<file path="src/rtl/dff_bank_arbiter_pkg.sv">
// Shared definitions for the dff_bank_arbiter slice: FSM state codes,
// the owner index width, and the round-robin pointer advance helper.
package dff_bank_arbiter_pkg;

  localparam int OWNER_W = 3;

  typedef enum logic [1:0] {
    ST_IDLE  = 2'd0,
    ST_GRANT = 2'd1,
    ST_DONE  = 2'd2
  } state_e;

  // Next round-robin pointer: one past the winner, wrapping NREQ-1 -> 0.
  function automatic logic [OWNER_W-1:0] rr_next(input logic [OWNER_W-1:0] idx,
                                                 input int nreq);
    if (int'(idx) >= nreq - 1) return '0;
    else return idx + 1'b1;
  endfunction

endpackage

</file>
<file path="src/rtl/dff_bank_arbiter_rr_pick.sv">
// rr_pick: combinational round-robin picker. Searches req starting at ptr,
// then ptr+1, ... modulo NREQ, and returns the first set index plus a flag
// saying whether any request was present.
module rr_pick
  import dff_bank_arbiter_pkg::*;
#(
  parameter int NREQ = 4
) (
  input  logic [NREQ-1:0]    req_i,
  input  logic [OWNER_W-1:0] ptr_i,
  output logic [OWNER_W-1:0] idx_o,
  output logic               any_o
);

  // Walk offsets from highest to lowest so the smallest offset from ptr wins.
  always_comb begin
    idx_o = '0;
    any_o = 1'b0;
    for (int i = NREQ - 1; i >= 0; i--) begin
      int j;
      j = int'(ptr_i) + i;
      if (j >= NREQ) j = j - NREQ;
      if (req_i[j]) begin
        idx_o = OWNER_W'(j);
        any_o = 1'b1;
      end
    end
  end

endmodule

</file>
<file path="src/rtl/dff_bank_arbiter.sv">
// dff_bank_arbiter: shares one WIDTH-bit storage register among NREQ
// requesters using a round-robin req/gnt/ack handshake (IDLE -> GRANT -> DONE).
// Optional feature macro: DFF_ARB_PARITY_EN adds the ans_par output, the even
// parity of the stored word, registered alongside ans.
//
// Handshake: a requester holds req high (and its data_in slice stable) until it
// sees ack. gnt is a one-hot registered grant lasting one cycle; on the next
// edge, if the granted req is still high, its word is captured into ans and ack
// pulses for one cycle. Dropping req while granted aborts without a write.
module dff_bank_arbiter
  import dff_bank_arbiter_pkg::*;
#(
  parameter int NREQ  = 4,
  parameter int WIDTH = 8
) (
  input  logic                    clk,
  input  logic                    rst,
  input  logic [NREQ-1:0]         req,
  input  logic [NREQ*WIDTH-1:0]   data_in,
  output logic [NREQ-1:0]         gnt,
  output logic                    ack,
  output logic [OWNER_W-1:0]      owner,
  output logic [1:0]              dbg_state,
  output logic [WIDTH-1:0]        ans
`ifdef DFF_ARB_PARITY_EN
  ,
  output logic                    ans_par
`endif
);

  state_e               state_q;
  logic [NREQ-1:0]      gnt_q;
  logic                 ack_q;
  logic [OWNER_W-1:0]   owner_q;
  logic [OWNER_W-1:0]   ptr_q;
  logic [OWNER_W-1:0]   idx_q;
  logic [WIDTH-1:0]     ans_q;
  logic [WIDTH-1:0]     ans_d;
  logic [NREQ-1:0]      gnt_d;
  logic [OWNER_W-1:0]   pick_idx;
  logic                 pick_any;

  rr_pick #(.NREQ(NREQ)) u_pick (
    .req_i (req),
    .ptr_i (ptr_q),
    .idx_o (pick_idx),
    .any_o (pick_any)
  );

  // Candidate grant vector and the word the granted requester presents.
  assign gnt_d = NREQ'(1) << pick_idx;
  assign ans_d = data_in[idx_q*WIDTH +: WIDTH];

`ifdef DFF_ARB_PARITY_EN
  logic ans_par_q;

  // Parity flop is written on the same edge as ans so it always matches ^ans.
  always_ff @(posedge clk) begin
    if (rst) ans_par_q <= 1'b0;
    else if (state_q == ST_GRANT && req[idx_q]) ans_par_q <= ^ans_d;
  end

  assign ans_par = ans_par_q;
`endif

  // Arbitration FSM with registered grant, ack, owner, pointer and storage.
  always_ff @(posedge clk) begin
    if (rst) begin
      state_q <= ST_IDLE;
      gnt_q   <= '0;
      ack_q   <= 1'b0;
      owner_q <= '0;
      ptr_q   <= '0;
      idx_q   <= '0;
      ans_q   <= '0;
    end else begin
      case (state_q)
        ST_IDLE: begin
          ack_q <= 1'b0;
          if (pick_any) begin
            gnt_q   <= gnt_d;
            idx_q   <= pick_idx;
            state_q <= ST_GRANT;
          end else begin
            gnt_q <= '0;
          end
        end
        ST_GRANT: begin
          gnt_q <= '0;
          if (req[idx_q]) begin
            ans_q   <= ans_d;
            owner_q <= idx_q;
            ack_q   <= 1'b1;
            ptr_q   <= rr_next(idx_q, NREQ);
            state_q <= ST_DONE;
          end else begin
            // Withdrawn request: no write, pointer stays so it keeps priority.
            state_q <= ST_IDLE;
          end
        end
        ST_DONE: begin
          ack_q   <= 1'b0;
          state_q <= ST_IDLE;
        end
        default: begin
          gnt_q   <= '0;
          ack_q   <= 1'b0;
          state_q <= ST_IDLE;
        end
      endcase
    end
  end

  assign gnt       = gnt_q;
  assign ack       = ack_q;
  assign owner     = owner_q;
  assign ans       = ans_q;
  assign dbg_state = state_q;

endmodule

</file>
<file path="config.mk">
export PLATFORM = sky130hd
export DESIGN_NAME = dff_bank_arbiter
export DESIGN_NICKNAME = d
export VERILOG_FILES = /design/src/rtl/dff_bank_arbiter_pkg.sv /design/src/rtl/dff_bank_arbiter_rr_pick.sv /design/src/rtl/dff_bank_arbiter.sv
export SDC_FILE = /design/constraint.sdc
export NUM_CORES = 1
export LEC_CHECK = 0
export ABC_CLOCK_PERIOD_IN_PS = 2900
export CORE_UTILIZATION = 45
export CTS_CLUSTER_SIZE = 40
export DETAILED_ROUTE_END_ITERATION = 8
export GPL_TIMING_DRIVEN = 1
export PLACE_DENSITY = 0.82
export SYNTH_ARGS = -nofsm -noshare
export SYNTH_HDL_FRONTEND = slang
export SYNTH_HIERARCHICAL = 1
export SYNTH_SLANG_ARGS = --single-unit
</file>
<file path="constraint.sdc">
create_clock -name clk -period 2.9 [get_ports clk]
set_input_delay 0.29 -clock clk [delete_from_list [all_inputs] [get_ports clk]]
set_output_delay 0.29 -clock clk [all_outputs]
set_load 0.005 [all_outputs]
</file>
Word level (Yosys, flattened, before mapping). Index checks and enable logic that the tools add are counted.

Logic and storage cells: 67. Flip-flop bits (word level): 24. Output and inout port bits: 18. Bits of input ports: 38.

Mux-type cells: 32. $lt $le $gt $ge: 10. Reductions and logical operators: 4. Bitwise operators: 1. Eq/ne operators: 3. Shifts and indexed selects: 2. Add/subtract/negate cells: 8.

Operator list (number): $lt 32x4->1 const B (4); $mux 32 (4); $ge 32x4->1 const B (3); $sub 32x4->32 const B (3); $shiftx 32x7->8 (1); $mux 3 (5); $mux 1 (13); $bmux 1 s2 (5); $add 3x2->4 const B (2); $pmux 4 s2 (1); $add 3x1->4 const B (1); $mux 2 (2); $mux 4 (1); $pmux 2 s2 (1); $reduce_and 2->1 (2); $shl 1x3->4 const A (1); $sub 3x3->4 const B (1); $add 3x1->3 const B (1); $ge 3x2->1 const B (1); $ge 3x3->1 const B (1); $lt 3x3->1 const B (1); $eq 2x1->1 const B (1); $eq 2x2->1 const B (1); $logic_not 2->1 (1); other kinds (3) (3).

Longest topological paths before layout. Gate-level depths: netlist of run 1.

Depth after elaboration: 13. Mapped depth: 10. Mapped depth without buffers: 9.

Hierarchy. Netlist of run 1, hierarchy kept.

By module, submodules not included: dff_bank_arbiter (cells an instance 120, seq. area each 480.5 sq um, area an instance 1197.4 sq um, times used 1); rr_pick (cells an instance 46, seq. area each 0.0 sq um, area an instance 384.1 sq um, times used 1).

Worst setup path before layout of run 1. OpenSTA, ideal clock, no wires.

Path type: register to register. From: reg ptr_q[0]. To: reg gnt_q[0], in the netlist gnt[0]. Cell stages (with the launch flop): 11. Buffers on the path: 1. Data required time: 2.829 ns. Slack: 0.375 ns. Setup time: 0.071 ns. Data arrival time: 2.454 ns. Clock period less this slack: 2.525 ns. Cell sequence: dfxtp_1 > clkbuf_1 > inv_2 > ha_1 > mux4_1 > nor4b_2 > a311oi_1 > nor4bb_1 > nor3_1 > nand3_1 > a21oi_1.

Word-level cells in the longest chain between the ends: 13. Elaborated cells between the ends (all ways): 38. Classes of those cells: add/sub (7); order compare (4); shift (1); mux (26).

RTL lines: from (decl) (line dff_bank_arbiter.sv:35) `logic [OWNER_W-1:0] ptr_q;`; from (signal assigned) (line dff_bank_arbiter.sv:94) `ptr_q <= rr_next(idx_q, NREQ);`; $add 3x2->4 (line dff_bank_arbiter_rr_pick.sv:21) `j = int'(ptr_i) + i;`; $sub 32x4->32 / $ge 32x4->1 (equally long branches) (line dff_bank_arbiter_rr_pick.sv:22) `if (j >= NREQ) j = j - NREQ;`; $mux 32 (line dff_bank_arbiter_rr_pick.sv:22); $bmux 1 s2 (line dff_bank_arbiter_rr_pick.sv:23) `if (req_i[j]) begin`; $mux 1 (not written as such) (2 in a row) (line dff_bank_arbiter_rr_pick.sv:23); $mux 3 (3 in a row) (line dff_bank_arbiter_rr_pick.sv:23); $mux 3 (*) (line dff_bank_arbiter_rr_pick.sv:23); named net pick_idx[2] (line dff_bank_arbiter.sv:40) `logic [OWNER_W-1:0] pick_idx;`; $shl 1x3->4 (*) (line dff_bank_arbiter.sv:51) `assign gnt_d = NREQ'(1) << pick_idx;`; $mux 4 (*) (line dff_bank_arbiter.sv:80) `if (pick_any) begin`; $pmux 4 s2 (*) (line dff_bank_arbiter.sv:77) `case (state_q)`; to (signal assigned) (line dff_bank_arbiter.sv:81) `gnt_q <= gnt_d;`; to (decl) (line dff_bank_arbiter.sv:32) `logic [NREQ-1:0] gnt_q;`.

Mark *: on every way through the listed nets, which the timed path passes. The rest lies on a longest branch. The select of a mux whose other input is x is not followed. A chain may end at the register's enable or synchronous reset.

Worst setup path after layout of run 1. Ends and elaborated chain as after synthesis.

==> reports/qor.yml, run 1 <==
outcome:
  status: "finished clean"
clock_network:
  cts_max_level: 1
  numCtsBuffers: 3
  clkTransAtPathRegs_ns: 0.13
  clock_path_buffers: 2
  clkSinkCount: 24
  cts_tree: "done"
  postCtsHoldBufs: 0
  ctsResizeCount: 0
  clock_latency_ns: 0.31
  postCtsSetupBuffers: 0
  root_buffer: "clkbuf_4"
logic_synthesis:
  synth_seq_cells: 24
  ys.flop_type: "dfxtp_1"
  synth_area_sq_um: 1580
  synthTopCellsByArea: "dfxtp_1 (30%), mux4_2 (13%), ha_1 (7.1%)"
  yosys.area.top_type: "dfxtp_1"
  async_flop_share: 0
  synth_top_cell_area_share: 0.304
  synthCells: 166
  yosysWarnings: 6
  synth_edf_count: 0
  syn_nets: 213
  synth_seq_area_share: 0.304
  ys_types: 36
  avgSynthCellArea_sq_um: 9.53
floorplan:
  core_sq_um: 3360
  dieArea_sq_um: 3760
  initial_core_util: 0.470
  die_y_microns: 61.3
  die_x_microns: 61.3
  rows: 21
  ios: 56
power:
  leakage_uw: 0.000774
  clkPwrFrac: 0.205
  power_density_nw_per_um2: 382
  peakVddDrop_uv: 336
  p_seq_frac: 0.460
  p_comb_frac: 0.336
  switching_share: 0.288
  switching_power_uw: 243
  p_int_uw: 600
detailed_routing:
  vias: 1451
  via_per_inst: 5.43
  wl_per_cell_microns: 13.9
  drt_pre_antenna_iters: 4
  drt_iter0_drc: 31
  drc: 0
  postRouteAntennaNets: 0
  totalWireLength_microns: 3700
worst_setup_path:
  arrival_ns: 2.86
  critPathMaxFanout: 9
  crit_path_end_kind: "register"
  worstPathRequired_ns: 3.14
  timing.setup.critical_path_class: "register to register"
  crit_path_start_kind: "register"
cells_and_area:
  layout-drive-gt1-share: 0.109
  area_growth_pct: 39.5
  antenna_cells: 0
  final_net_count: 269
placed_design:
  dp_hpwl_microns: 2860
  routabilityCongestion: 0.736
  port_buffers: 55
grt:
  antenna_found_initial: 0
  grt_overflow: 0
  grt_first_pass_wirelength_microns: 5910
  track_usage: 0.212
  grt_max_degree: 26
  grt_pass1_vias: 1309
timing:
  fin_skew_ns: 0.00957
  finalCritPeriodShare: 0.904
  setup_viol: 0
  tns_ns: 0
  grt_setup_unrepaired: "no"
  whs_ns: 0.478
  max_freq_ghz: 0.381
  slew_viol_final: 0
  relSlewSlack: 0.464
  period_minus_slack_ns: 2.62
  worst_slew_pin_slew_ns: 0.804
  hold_violations: 0
job:
  cap_violations: 0
min_path:
  hp-class: "register to register"
-- metal layers --
| layer | vias up | part of all wire | GRT usage |
|---|---|---|---|
| met5 | - | 0 | 0 |
| met4 | 0 | 0.018 | 0.0617 |
| met3 | 6 | 0.043 | 0.0399 |
| met2 | 39 | 0.50 | 0.359 |
| met1 | 685 | 0.44 | 0.275 |
| li1 | 721 | - | - |
-- cell usage after synthesis (2+ instances only) --
cell type,instances
a32oi_1,3
nand3_1,9
buf_2,2
o21ai_0,17
ha_1,9
inv_1,6
nand2_1,8
buf_6,2
clkbuf_1,3
nor2b_1,3
buf_4,2
nor3_1,4
dfxtp_1,24
mux4_2,9
nand3b_1,2
nand2b_1,11
mux2i_1,10
a2111oi_0,2
mux4_1,2
nor2_1,16
o21ai_1,2
a21oi_1,6
-- layout by cell type, fill, tap and decap left out, types with 2 or more instances in the layout --
master	Yosys	final
clkdlybuf4s50_1	0	55
dfxtp_1	24	23
o21ai_0	17	17
nor2_1	16	16
nand2b_1	11	11
mux2i_1	10	10
nand3_1	9	9
mux4_2	9	9
ha_1	9	9
nand2_1	8	8
inv_1	6	6
a21oi_1	6	6
buf_4	2	5
nor3_1	4	4
nor2b_1	3	3
a32oi_1	3	3
clkbuf_4	0	3
nand3b_1	2	2
a2111oi_0	2	2
mux4_1	2	2
o21ai_1	2	2
-- kinds of logic after synthesis --
family	Yosys count	synth area share
XOR/XNOR	2	0.0111
buffers and inverters	16	0.0538
AO/OA/AOI/OAI	35	0.135
multiplexers	22	0.232
flip-flops	24	0.304
AND/OR/NAND/NOR	58	0.193
adder cells (fa/ha/maj)	9	0.0712
-- registers in the layout, summed over array words and instances, names as in the netlist --
name	count
owner	3
ack	1
ans	8
gnt	4
dbg_state	2
ptr_q	3
idx_q	3
-- area by class of cell --
| cell class | count | area, sq um |
|---|---|---|
| Multi-Input combinational cell | 126 | 1020 |
| Inverter | 7 | 26.3 |
| Sequential cell | 24 | 482 |
| Tap cell | 46 | 57.6 |
| Clock buffer | 4 | 36.3 |
| Timing Repair Buffer | 60 | 588 |
| Fill cell | 301 | 1160 |
-- per-stage QoR --
step / total power (uW) / instance area (sq um) / std cells / util / setup slack [ns]
2_1_floorplan: 560 / 1580 / 166 / - / 0.375
3_3_place_gp: 671 / 2170 / 263 / 0.645 / 0.295
3_5_place_dp: 677 / 2170 / 263 / 0.645 / 0.161
4_1_cts: 854 / 2200 / 267 / 0.656 / 0.152
5_1_grt: 904 / 2210 / 267 / 0.656 / 0.0839
6_report: 844 / 2210 / 267 / 0.656 / 0.277
-- power by group through the flow --
stage / Clock [uW] / Sequential [uW] / Combinational (uW)
CTS: 181 / 388 / 285
finish: 173 / 388 / 283
floorplan: 0 / 380 / 179
detailed placement: 0 / 394 / 283
global placement: 0 / 394 / 277
global route: 195 / 393 / 316
-- critical path, cell delays in order (launching register included) --
cell	delay (ns)
dfxtp_2	0.47
inv_2	0.07
ha_1	0.39
mux4_1	0.33
nor4b_2	0.17
a311oi_1	0.29
nor4bb_1	0.12
nor3_1	0.40
nand3_1	0.13
a21oi_1	0.17
-- final timing paths --
check             cells after the start  slack, ns  startpoint     end
setup reg to reg                      9       0.28    ptr_q[0]  gnt[0]
setup / recovery                      9       0.28    ptr_q[0]  gnt[0]
hold / removal                        2       0.48      ans[2]  ans[2]
hold reg to reg                       2       0.48      ans[2]  ans[2]
Power figures use the tool's default switching activity.
==> inputs of run 2 (changes only) <==
--- a/config.mk
+++ b/config.mk
@@ -6,11 +6,13 @@
 export NUM_CORES = 1
 export LEC_CHECK = 0
 export ABC_CLOCK_PERIOD_IN_PS = 2900
-export CORE_UTILIZATION = 45
+export CELL_PAD_IN_SITES_DETAIL_PLACEMENT = 1
+export CELL_PAD_IN_SITES_GLOBAL_PLACEMENT = 2
+export CORE_UTILIZATION = 26
 export CTS_CLUSTER_SIZE = 40
 export DETAILED_ROUTE_END_ITERATION = 8
 export GPL_TIMING_DRIVEN = 1
-export PLACE_DENSITY = 0.82
+export PLACE_DENSITY = 0.81
 export SYNTH_ARGS = -nofsm -noshare
 export SYNTH_HDL_FRONTEND = slang
 export SYNTH_HIERARCHICAL = 1
==> constraint.sdc (replaced) <==
create_clock -name clk -period 2.9 [get_ports clk]
set_input_delay 0.58 -clock clk [delete_from_list [all_inputs] [get_ports clk]]
set_output_delay 0.58 -clock clk [all_outputs]
set_load 0.005 [all_outputs]
==> reports/qor.yml, run 2 (same netlist as run 1, synthesis figures left out) <==
grt:
  grt_overflow: 0
  track_usage: 0.139
  grt_pass1_vias: 1503
  grt_max_degree: 22
  antenna_found_initial: 0
  grt_first_pass_wirelength_microns: 7040
timing:
  relSlewSlack: 0.456
  period_minus_slack_ns: 2.64
  max_freq_ghz: 0.378
  tns_ns: 0
  hold_violations: 0
  slew_viol_final: 0
  grt_setup_unrepaired: "no"
  worst_slew_pin_slew_ns: 0.815
  finalCritPeriodShare: 0.911
  fin_skew_ns: 0.00150
  setup_viol: 0
placed_design:
  dp_hpwl_microns: 3220
  routabilityCongestion: 0.754
  port_buffers: 55
cells_and_area:
  mostFrequentLayoutCells: "clkdlybuf4s50_1 (55), dfxtp_1 (24), o21ai_0 (17)"
  layout_commonest_cell: "clkdlybuf4s50_1"
  layout-drive-gt1-share: 0.120
  seqCellArea_sq_um: 480
  antenna_cells: 0
  area_growth_pct: 44.4
  largest_reg_flops: 8
  fill_cells: 698
  final_net_count: 274
  multi_input_area_sq_um: 1020
power:
  p_int_uw: 622
  peakVddDrop_uv: 251
  leakage_uw: 0.000798
  switching_share: 0.290
  power.total_uw: 877
  p_comb_frac: 0.334
  p_seq_frac: 0.443
  clkPwrFrac: 0.223
  power_density_nw_per_um2: 384
  switching_power_uw: 254
clock_network:
  numCtsBuffers: 3
  clkSinkCount: 24
  postCtsSetupBuffers: 0
  clock_path_buffers: 2
  cts_max_level: 1
  cts_tree: "done"
  postCtsHoldBufs: 0
  root_buffer: "clkbuf_8"
  ctsResizeCount: 0
  clock_latency_ns: 0.26
  clkTransAtPathRegs_ns: 0.08
floorplan:
  rows: 28
  die_y_microns: 80.0
  core_sq_um: 5890
  dieArea_sq_um: 6400
  ios: 56
  initial_core_util: 0.269
  die_x_microns: 80.0
worst_setup_path:
  crit_path_end_kind: "register"
  worstPathRequired_ns: 3.06
  max_stage_delay_ns: 0.51
  critPathMaxFanout: 4
  timing.setup.critical_path_class: "input pin to register"
  crit_slowest_cell: "mux4_2"
  crit_chain: "clkdlybuf4s50_1, mux4_2, nor4b_2, a311oi_1, nor4bb_1, nor3_1, a32oi_1, nor2_1"
  crit_path_start_kind: "input pin"
  arrival_ns: 2.80
detailed_routing:
  vias: 1457
  drc: 0
  postRouteAntennaNets: 0
  drt_iter0_drc: 33
  wl_met1_microns: 1960
  routed-wl-met2_microns: 1970
  drt_pre_antenna_iters: 4
  via_per_inst: 4.86
  top_layer: "met4"
  wl_met3_microns: 216
  totalWireLength_microns: 4170
  wl_per_cell_microns: 13.9
outcome:
  status: "finished clean"
job:
  cap_violations: 0
min_path:
  hp-class: "register to register"
run 2: power groups by stage:
stage          clock [uW]  combinational (uW)  sequential [uW]
2_1_floorplan           0                 179              380
3_3_place_gp            0                 292              397
3_5_place_dp            0                 296              397
4_1_cts               209                 298              389
5_1_grt               216                 326              395
6_report              195                 293              388
run 2: per-layer routing:
metal / track usage / vias up
met3: 0.0354 / 4
met4: 0.0268 / 0
li1: - / 723
met5: 0 / -
met1: 0.178 / 694
met2: 0.235 / 36
run 2: worst paths after layout:
check             slack [ns]     start      to  cells after the start
hold / removal          0.46    gnt[0]  gnt[0]                      2
setup reg to reg        0.44  ptr_q[1]  gnt[0]                      9
setup / recovery        0.26    req[1]  gnt[2]                      8
hold reg to reg         0.46    gnt[0]  gnt[0]                      2
run 2: cell type report:
type                    instances  area share
multi-input cells             126       0.445
repair buffers                 65       0.274
flip-flops and latches         24       0.210
well taps                      75      0.0411
clock buffers                   3      0.0181
inverters                       7      0.0115
run 2: stage by stage:
stage / utilization / instances / area [sq um] / setup WS, ns / hold WS, ns
final: 0.388 / 300 / 2280 / 0.257 / 0.461
after floorplan: - / 166 / 1580 / 0.375 / 0.448
after global routing: 0.388 / 300 / 2280 / 0.0921 / 0.495
after global placement: 0.381 / 297 / 2240 / 0.0238 / 0.450
after detailed placement: 0.381 / 297 / 2240 / -0.0165 / 0.454
after CTS: 0.388 / 300 / 2280 / 0.269 / 0.472
run 2: worst max-delay path: cells and delay by family:
| family | cells | cell delay (ns) |
|---|---|---|
| and+or+nand+nor | 4 | 0.95 |
| AOI/OAI and AO/OA | 2 | 0.30 |
| muxes | 1 | 0.51 |
| buffers and inverters | 1 | 0.46 |
